--- src/rtl/MD_pkg.sv ---
// Shared MD definitions for the force-packet gather stage: packet and node-id
// widths, arbitration mode selectors and the buffered entry layout.
package MD_pkg;

  localparam int FRC_PKT_STRUCT_WIDTH = 32;
  localparam int NODE_ID_WIDTH        = 8;

  localparam int ARB_RR    = 0;
  localparam int ARB_FIXED = 1;

  typedef struct packed {
    logic [NODE_ID_WIDTH-1:0]        node_id;
    logic [FRC_PKT_STRUCT_WIDTH-1:0] frc;
  } frc_gather_entry_t;

  // Channel-index width; a single channel still gets a 1-bit index.
  function automatic int ch_idx_width(input int n);
    return (n > 1) ? $clog2(n) : 1;
  endfunction

endpackage

--- src/rtl/frc_gather_fifo.sv ---
// Per-channel register-based circular buffer. Writes into a full buffer are
// accepted only when the same cycle pops; otherwise they are dropped and flagged.
module frc_gather_fifo
  import MD_pkg::*;
#(
  parameter int W            = FRC_PKT_STRUCT_WIDTH + NODE_ID_WIDTH,
  parameter int DEPTH        = 16,
  parameter int AFULL_THRESH = DEPTH - 4
) (
  input  logic         clk,
  input  logic         rst_n,
  input  logic         i_push,
  input  logic         i_pop,
  input  logic [W-1:0] i_wdata,
  output logic [W-1:0] o_rdata,
  output logic         o_empty,
  output logic         o_afull,
  output logic         o_drop
);

  localparam int PTR_W = $clog2(DEPTH);
  localparam int CNT_W = $clog2(DEPTH + 1);

  logic [W-1:0]     r_mem [DEPTH];
  logic [PTR_W-1:0] r_wptr;
  logic [PTR_W-1:0] r_rptr;
  logic [CNT_W-1:0] r_count;

  logic w_full;
  logic w_empty;
  logic w_do_pop;
  logic w_do_push;

  assign w_full    = (r_count == CNT_W'(DEPTH));
  assign w_empty   = (r_count == '0);
  assign w_do_pop  = i_pop && !w_empty;
  assign w_do_push = i_push && (!w_full || w_do_pop);

  assign o_rdata = r_mem[r_rptr];
  assign o_empty = w_empty;
  assign o_afull = (r_count >= CNT_W'(AFULL_THRESH));
  assign o_drop  = i_push && w_full && !w_do_pop;

  // Storage carries no reset: occupancy alone decides what is valid.
  always_ff @(posedge clk) begin
    if (w_do_push) begin
      r_mem[r_wptr] <= i_wdata;
    end
  end

  always_ff @(posedge clk or negedge rst_n) begin
    if (!rst_n) begin
      r_wptr  <= '0;
      r_rptr  <= '0;
      r_count <= '0;
    end else begin
      if (w_do_push) begin
        r_wptr <= r_wptr + PTR_W'(1);
      end
      if (w_do_pop) begin
        r_rptr <= r_rptr + PTR_W'(1);
      end
      case ({w_do_push, w_do_pop})
        2'b10:   r_count <= r_count + CNT_W'(1);
        2'b01:   r_count <= r_count - CNT_W'(1);
        default: r_count <= r_count;
      endcase
    end
  end

endmodule

--- src/rtl/pe_frc_gather.sv ---
// Merges NUM_CH per-PE neighbour-force streams into one registered output
// stream with valid/ready back-pressure, per-channel overflow flags and a packet counter.
module pe_frc_gather
  import MD_pkg::*;
#(
  parameter int NUM_CH       = 4,
  parameter int DATA_W       = FRC_PKT_STRUCT_WIDTH,
  parameter int ID_W         = NODE_ID_WIDTH,
  parameter int DEPTH        = 16,
  parameter int AFULL_THRESH = DEPTH - 4,
  parameter int ARB_MODE     = ARB_RR
) (
  input  logic                                       clk,
  input  logic                                       rst,
  input  logic [NUM_CH*DATA_W-1:0]                   in_data,
  input  logic [NUM_CH*ID_W-1:0]                     in_node_id,
  input  logic [NUM_CH-1:0]                          in_valid,
  output logic [NUM_CH-1:0]                          in_almost_full,
  output logic [NUM_CH-1:0]                          in_overflow,
  output logic [DATA_W-1:0]                          out_data,
  output logic [ID_W-1:0]                            out_node_id,
  output logic [((NUM_CH > 1) ? $clog2(NUM_CH) : 1)-1:0] out_ch,
  output logic                                       out_valid,
  input  logic                                       out_ready,
  output logic                                       all_empty,
  output logic [31:0]                                pkt_count
);

  localparam int CH_W  = ch_idx_width(NUM_CH);
  localparam int SUM_W = CH_W + 2;
  localparam int ENT_W = ID_W + DATA_W;

  logic [ENT_W-1:0]  w_head [NUM_CH];
  logic [NUM_CH-1:0] w_empty;
  logic [NUM_CH-1:0] w_drop;
  logic [NUM_CH-1:0] w_pop;

  logic              w_load_en;
  logic              w_gnt_vld;
  logic [CH_W-1:0]   w_gnt_idx;
  logic [SUM_W-1:0]  w_cand;
  logic [ENT_W-1:0]  w_sel;

  logic              r_out_valid;
  logic [DATA_W-1:0] r_out_data;
  logic [ID_W-1:0]   r_out_node;
  logic [CH_W-1:0]   r_out_ch;
  logic [CH_W-1:0]   r_last_grant;
  logic [31:0]       r_pkt_count;
  logic [NUM_CH-1:0] r_overflow;

  // Handshake: out_valid marks a held packet; it moves downstream on any edge
  // where out_valid && out_ready, and the register may reload in that same cycle.
  assign w_load_en = !r_out_valid || out_ready;

  for (genvar i = 0; i < NUM_CH; i++) begin : g_ch
    frc_gather_fifo #(
      .W            (ENT_W),
      .DEPTH        (DEPTH),
      .AFULL_THRESH (AFULL_THRESH)
    ) u_fifo (
      .clk     (clk),
      .rst_n   (rst),
      .i_push  (in_valid[i]),
      .i_pop   (w_pop[i]),
      .i_wdata ({in_node_id[i*ID_W +: ID_W], in_data[i*DATA_W +: DATA_W]}),
      .o_rdata (w_head[i]),
      .o_empty (w_empty[i]),
      .o_afull (in_almost_full[i]),
      .o_drop  (w_drop[i])
    );

    assign w_pop[i] = w_load_en && w_gnt_vld && (w_gnt_idx == CH_W'(i));
  end

  // Candidate order: fixed mode scans 0..NUM_CH-1; round-robin scans from
  // last_grant+1 with wrap. First non-empty candidate wins.
  always_comb begin
    w_gnt_vld = 1'b0;
    w_gnt_idx = '0;
    w_cand    = '0;
    for (int k = 0; k < NUM_CH; k++) begin
      if (ARB_MODE == ARB_FIXED) begin
        w_cand = SUM_W'(k);
      end else begin
        w_cand = SUM_W'(r_last_grant) + SUM_W'(k + 1);
        if (w_cand >= SUM_W'(NUM_CH)) begin
          w_cand = w_cand - SUM_W'(NUM_CH);
        end
      end
      if (!w_gnt_vld && !w_empty[w_cand[CH_W-1:0]]) begin
        w_gnt_vld = 1'b1;
        w_gnt_idx = w_cand[CH_W-1:0];
      end
    end
  end

  assign w_sel = w_head[w_gnt_idx];

  always_ff @(posedge clk or negedge rst) begin
    if (!rst) begin
      r_out_valid  <= 1'b0;
      r_out_data   <= '0;
      r_out_node   <= '0;
      r_out_ch     <= '0;
      r_last_grant <= CH_W'(NUM_CH - 1);
      r_pkt_count  <= '0;
      r_overflow   <= '0;
    end else begin
      if (w_load_en) begin
        if (w_gnt_vld) begin
          r_out_valid  <= 1'b1;
          r_out_data   <= w_sel[DATA_W-1:0];
          r_out_node   <= w_sel[ENT_W-1:DATA_W];
          r_out_ch     <= w_gnt_idx;
          r_last_grant <= w_gnt_idx;
        end else begin
          r_out_valid <= 1'b0;
        end
      end
      if (r_out_valid && out_ready) begin
        r_pkt_count <= r_pkt_count + 32'd1;
      end
      r_overflow <= r_overflow | w_drop;
    end
  end

  assign out_valid   = r_out_valid;
  assign out_data    = r_out_data;
  assign out_node_id = r_out_node;
  assign out_ch      = r_out_ch;
  assign pkt_count   = r_pkt_count;
  assign in_overflow = r_overflow;
  assign all_empty   = (&w_empty) && !r_out_valid;

endmodule

--- config.mk ---
export PLATFORM = sky130hd
export DESIGN_NAME = pe_frc_gather
export DESIGN_NICKNAME = d
export VERILOG_FILES = /design/src/rtl/MD_pkg.sv /design/src/rtl/frc_gather_fifo.sv /design/src/rtl/pe_frc_gather.sv
export SDC_FILE = /design/constraint.sdc
export NUM_CORES = 2
export LEC_CHECK = 0
export CORE_MARGIN = 1.5
export CORE_UTILIZATION = 55
export CTS_CLUSTER_SIZE = 40
export DETAILED_ROUTE_END_ITERATION = 12
export GPL_ROUTABILITY_DRIVEN = 0
export PLACE_DENSITY = 0.76
export SLEW_MARGIN = 20
export SYNTH_ARGS = -nofsm -noshare
export SYNTH_HDL_FRONTEND = slang
export SYNTH_HIERARCHICAL = 1
export SYNTH_SLANG_ARGS = --single-unit
--- constraint.sdc ---
create_clock -name clk -period 7.6 [get_ports clk]
set_clock_uncertainty 0.2 [all_clocks]
set_input_delay 1.14 -clock clk [delete_from_list [all_inputs] [get_ports clk]]
set_output_delay 1.14 -clock clk [all_outputs]
set_load 0.01 [all_outputs]
==> results.ini <==
[global_route]
antenna_found_initial=30
grt-busiest-layer=met2
grt_pass1_vias=50300
gr-usage-met3_pct=5.07
overflow=0
grt_pass1_wl_um=361000
grt_max_degree=164
grtUsageMet2_pct=42.7
grtUsageMet1_pct=34.7
grt_usage_pct=26.3

[clock_tree]
clkTransAtPathRegs_ns=0.06
tritoncts=yes
cts_resized=0
clk_latency_ns=0.92
cts_setup_buffers=0
clk_path_buf_depth=4
cts-htree-levels=5
cts_buffers=282
cts_sinks=2693
ctsRootBufferMaster=clkbuf_16

[critical_path]
crit_path_end_kind=flop
startpoint=g_ch[1].u_fifo/r_count[1]
critPathMaxFanout=41
r2r_end=g_ch[0].u_fifo/r_mem[15][28]
reg2reg_depth=11
crit_path_end=g_ch[0].u_fifo/r_mem[15][28]
critPathLaunchType=flop
reg2reg_from=g_ch[1].u_fifo/r_count[1]
crit_required_ns=8.01
r2r_slack_ns=1.59
worstSetupPathType=flop to flop
crit_arrival_ns=6.43

[sta]
worst_pin_slew_ns=1.10
min_period_ns=6.01
slew_viol_final=0
finalSetupViolCount=0
fin_tns_setup_ns=0
slew_headroom_pct=26.4
period_share_pct=79.1
hold_viol=0
grt_setup_unrepaired=no
fmax_ghz=0.166

[power_and_ir_drop]
power.density_nw_per_um2=379
p_leak_uw=0.0375
vdd_drop_max_v=0.000422

[detailed_routing]
wl_um=250000
drt-wirelength-per-cell_um=33.0
drtIter0Drc=6499
vias=49100
drtPass1Iterations=5
ant_nets=0
avgViaCountPerCell=6.48
drc_errors=0

[yosys]
synth_most_common_cell=edfxtp_1
avgSynthCellArea_um2=23.3
synth-edff-count=2560
synth.top_cell.area_share_pct=73.4
ys_async_sr_fraction_pct=4.94
yosys.area.top_type=edfxtp_1
yosysSeqAreaShare_pct=76.6
ys_warn_count=6
syn_area_um2=105000
synth_flop_cell=edfxtp_1
syn_nets=4693
synth_area_leaders=edfxtp_1, mux4_2, dfrtp_1
yosys_register_bits=2693
postSynthCellCount=4497
synth.distinct_cells=72
synth_top_cells_by_count=edfxtp_1, mux4_2, dfrtp_1

[place]
port_buffers=250
hpwl_um=147000

[hold_path]
min_from=in_overflow[1]
hold_class=flop to flop

[floorplanning]
boundaryPins=251
initial_core_util_pct=55.6
die_w_um=439
die_y_um=439
rows=159
dieArea_um2=193000
core_area_um2=188000

[finish]
nets=5082
final_util_pct=63.2
layout-drive-gt1-share_pct=27.9
area_delta_synth_final_pct=13.7

[job]
max-cap-violations=0

[run_status]
status=finished, final reports clean

==> worst min path at each step <==
stage	endpoint	slack (ns)	cells after the start
after floorplan	g_ch[1].u_fifo/r_wptr[3]	0.29	1
after global placement	in_overflow[2]	0.26	1
after detailed placement	in_overflow[2]	0.26	1
after CTS	in_overflow[1]	0.28	1
after global routing	pkt_count[31]	0.31	1
final	in_overflow[1]	0.27	1
==> layout by cell type (no fill, tap or decap), types with 11 or more instances in the layout <==
cell type        netlist  routed
buf_4                  3      92
buf_12                 0      11
clkbuf_1             113      45
ha_1                  29      29
dfrtp_1              131     115
mux2i_1               41      41
nand3_1               75      75
nand2_1              113     112
o211ai_1              27      27
diode_2                0      13
o21ai_0               52      52
mux4_2               800     800
nor2_4                 1      29
o211ai_2              16      16
nand4_1               15      15
a21oi_1               15      15
dfrtp_4                0      12
clkinv_2               0      40
xnor2_1               51      51
nor3_2                 1      24
bufinv_16              0      20
edfxtp_1            2560    2560
clkdlybuf4s50_1        0     249
xor2_1                17      17
nor3_1                36      11
nor2_1                52      24
clkbuf_16              0     290
clkinv_1               3      70
inv_1                 23      23
a211o_1               46      46
nand2b_1              11      11
==> stage by stage <==
step                      hold slack (ns)  power, uW  worst slack [ns]  std cells  instance area, um2
after floorplan                     0.287      27400             0.147       4497              105000
final                               0.273      45100              1.59       7589              119000
after detailed placement            0.257      32300              1.34       7095              110000
after global routing                0.307      46500              1.24       7584              119000
after global placement              0.259      32000              1.51       7095              110000
after CTS                           0.277      45400              1.29       7575              119000
==> metal layers <==
layer	vias up	wire length, um
met5	-	146
met2	2534	126000
li1	19900	-
met4	24	13100
met1	26200	90300
met3	480	20900
==> what timing repair did <==
| action | CTS | global route |
|---|---|---|
| endpoints found under the hold margin | 56 | 0 |
| endpoints found under the setup margin | 0 | 0 |
| hold buffers | 1 | 0 |
==> power by group <==
part	leakage (uW)	internal (uW)	switching [uW]
combinational	0.00856	5710	7120
clock	0.00422	7620	5440
sequential	0.0248	18000	1280
==> registers in the layout, indices dropped and copies added, names as in the netlist <==
register,cells
g_ch.u_fifo/r_count,20
g_ch.u_fifo/r_mem,2560
g_ch.u_fifo/r_rptr,16
g_ch.u_fifo/r_wptr,16
in_overflow,4
out_ch,2
out_data,32
out_node_id,8
out_valid,1
pkt_count,32
r_last_grant,2
==> area by class of cell <==
cell class	count	area, um2
repair buffers	355	3440
diodes	13	32.5
fillers	11900	69400
clock inverters	144	1200
flip-flops and latches	2693	80300
inverters	27	101
well taps	2495	3120
clock buffers	335	7430
multi-input cells	1527	23500
==> critical path: stages, from the launching register on <==
cell       delay (ns)
dfrtp_1          0.48
or4_4            0.63
nor2_1           0.29
mux2_2           0.30
a2bb2oi_4        0.69
nand2_1          0.23
nor3_2           0.70
nand2b_1         0.23
o21a_1           0.26
nand3_1          0.36
nor2_4           0.97
buf_4            0.35
==> cells by family (layout without fill, tap and decap cells) <==
| group | count (synthesis) | in the layout | share of synthesized area [%] |
|---|---|---|---|
| AND/OR/NAND/NOR | 364 | 364 | 1.72 |
| buffers and inverters | 277 | 861 | 1.41 |
| other | 0 | 13 | 0 |
| multiplexers | 849 | 849 | 17.7 |
| flip-flops | 2693 | 2693 | 76.6 |
| AO/OA/AOI/OAI | 217 | 217 | 1.66 |
| adder cells (fa/ha/maj) | 29 | 29 | 0.347 |
| XOR/XNOR | 68 | 68 | 0.569 |
Power figures use the tool's default switching activity.
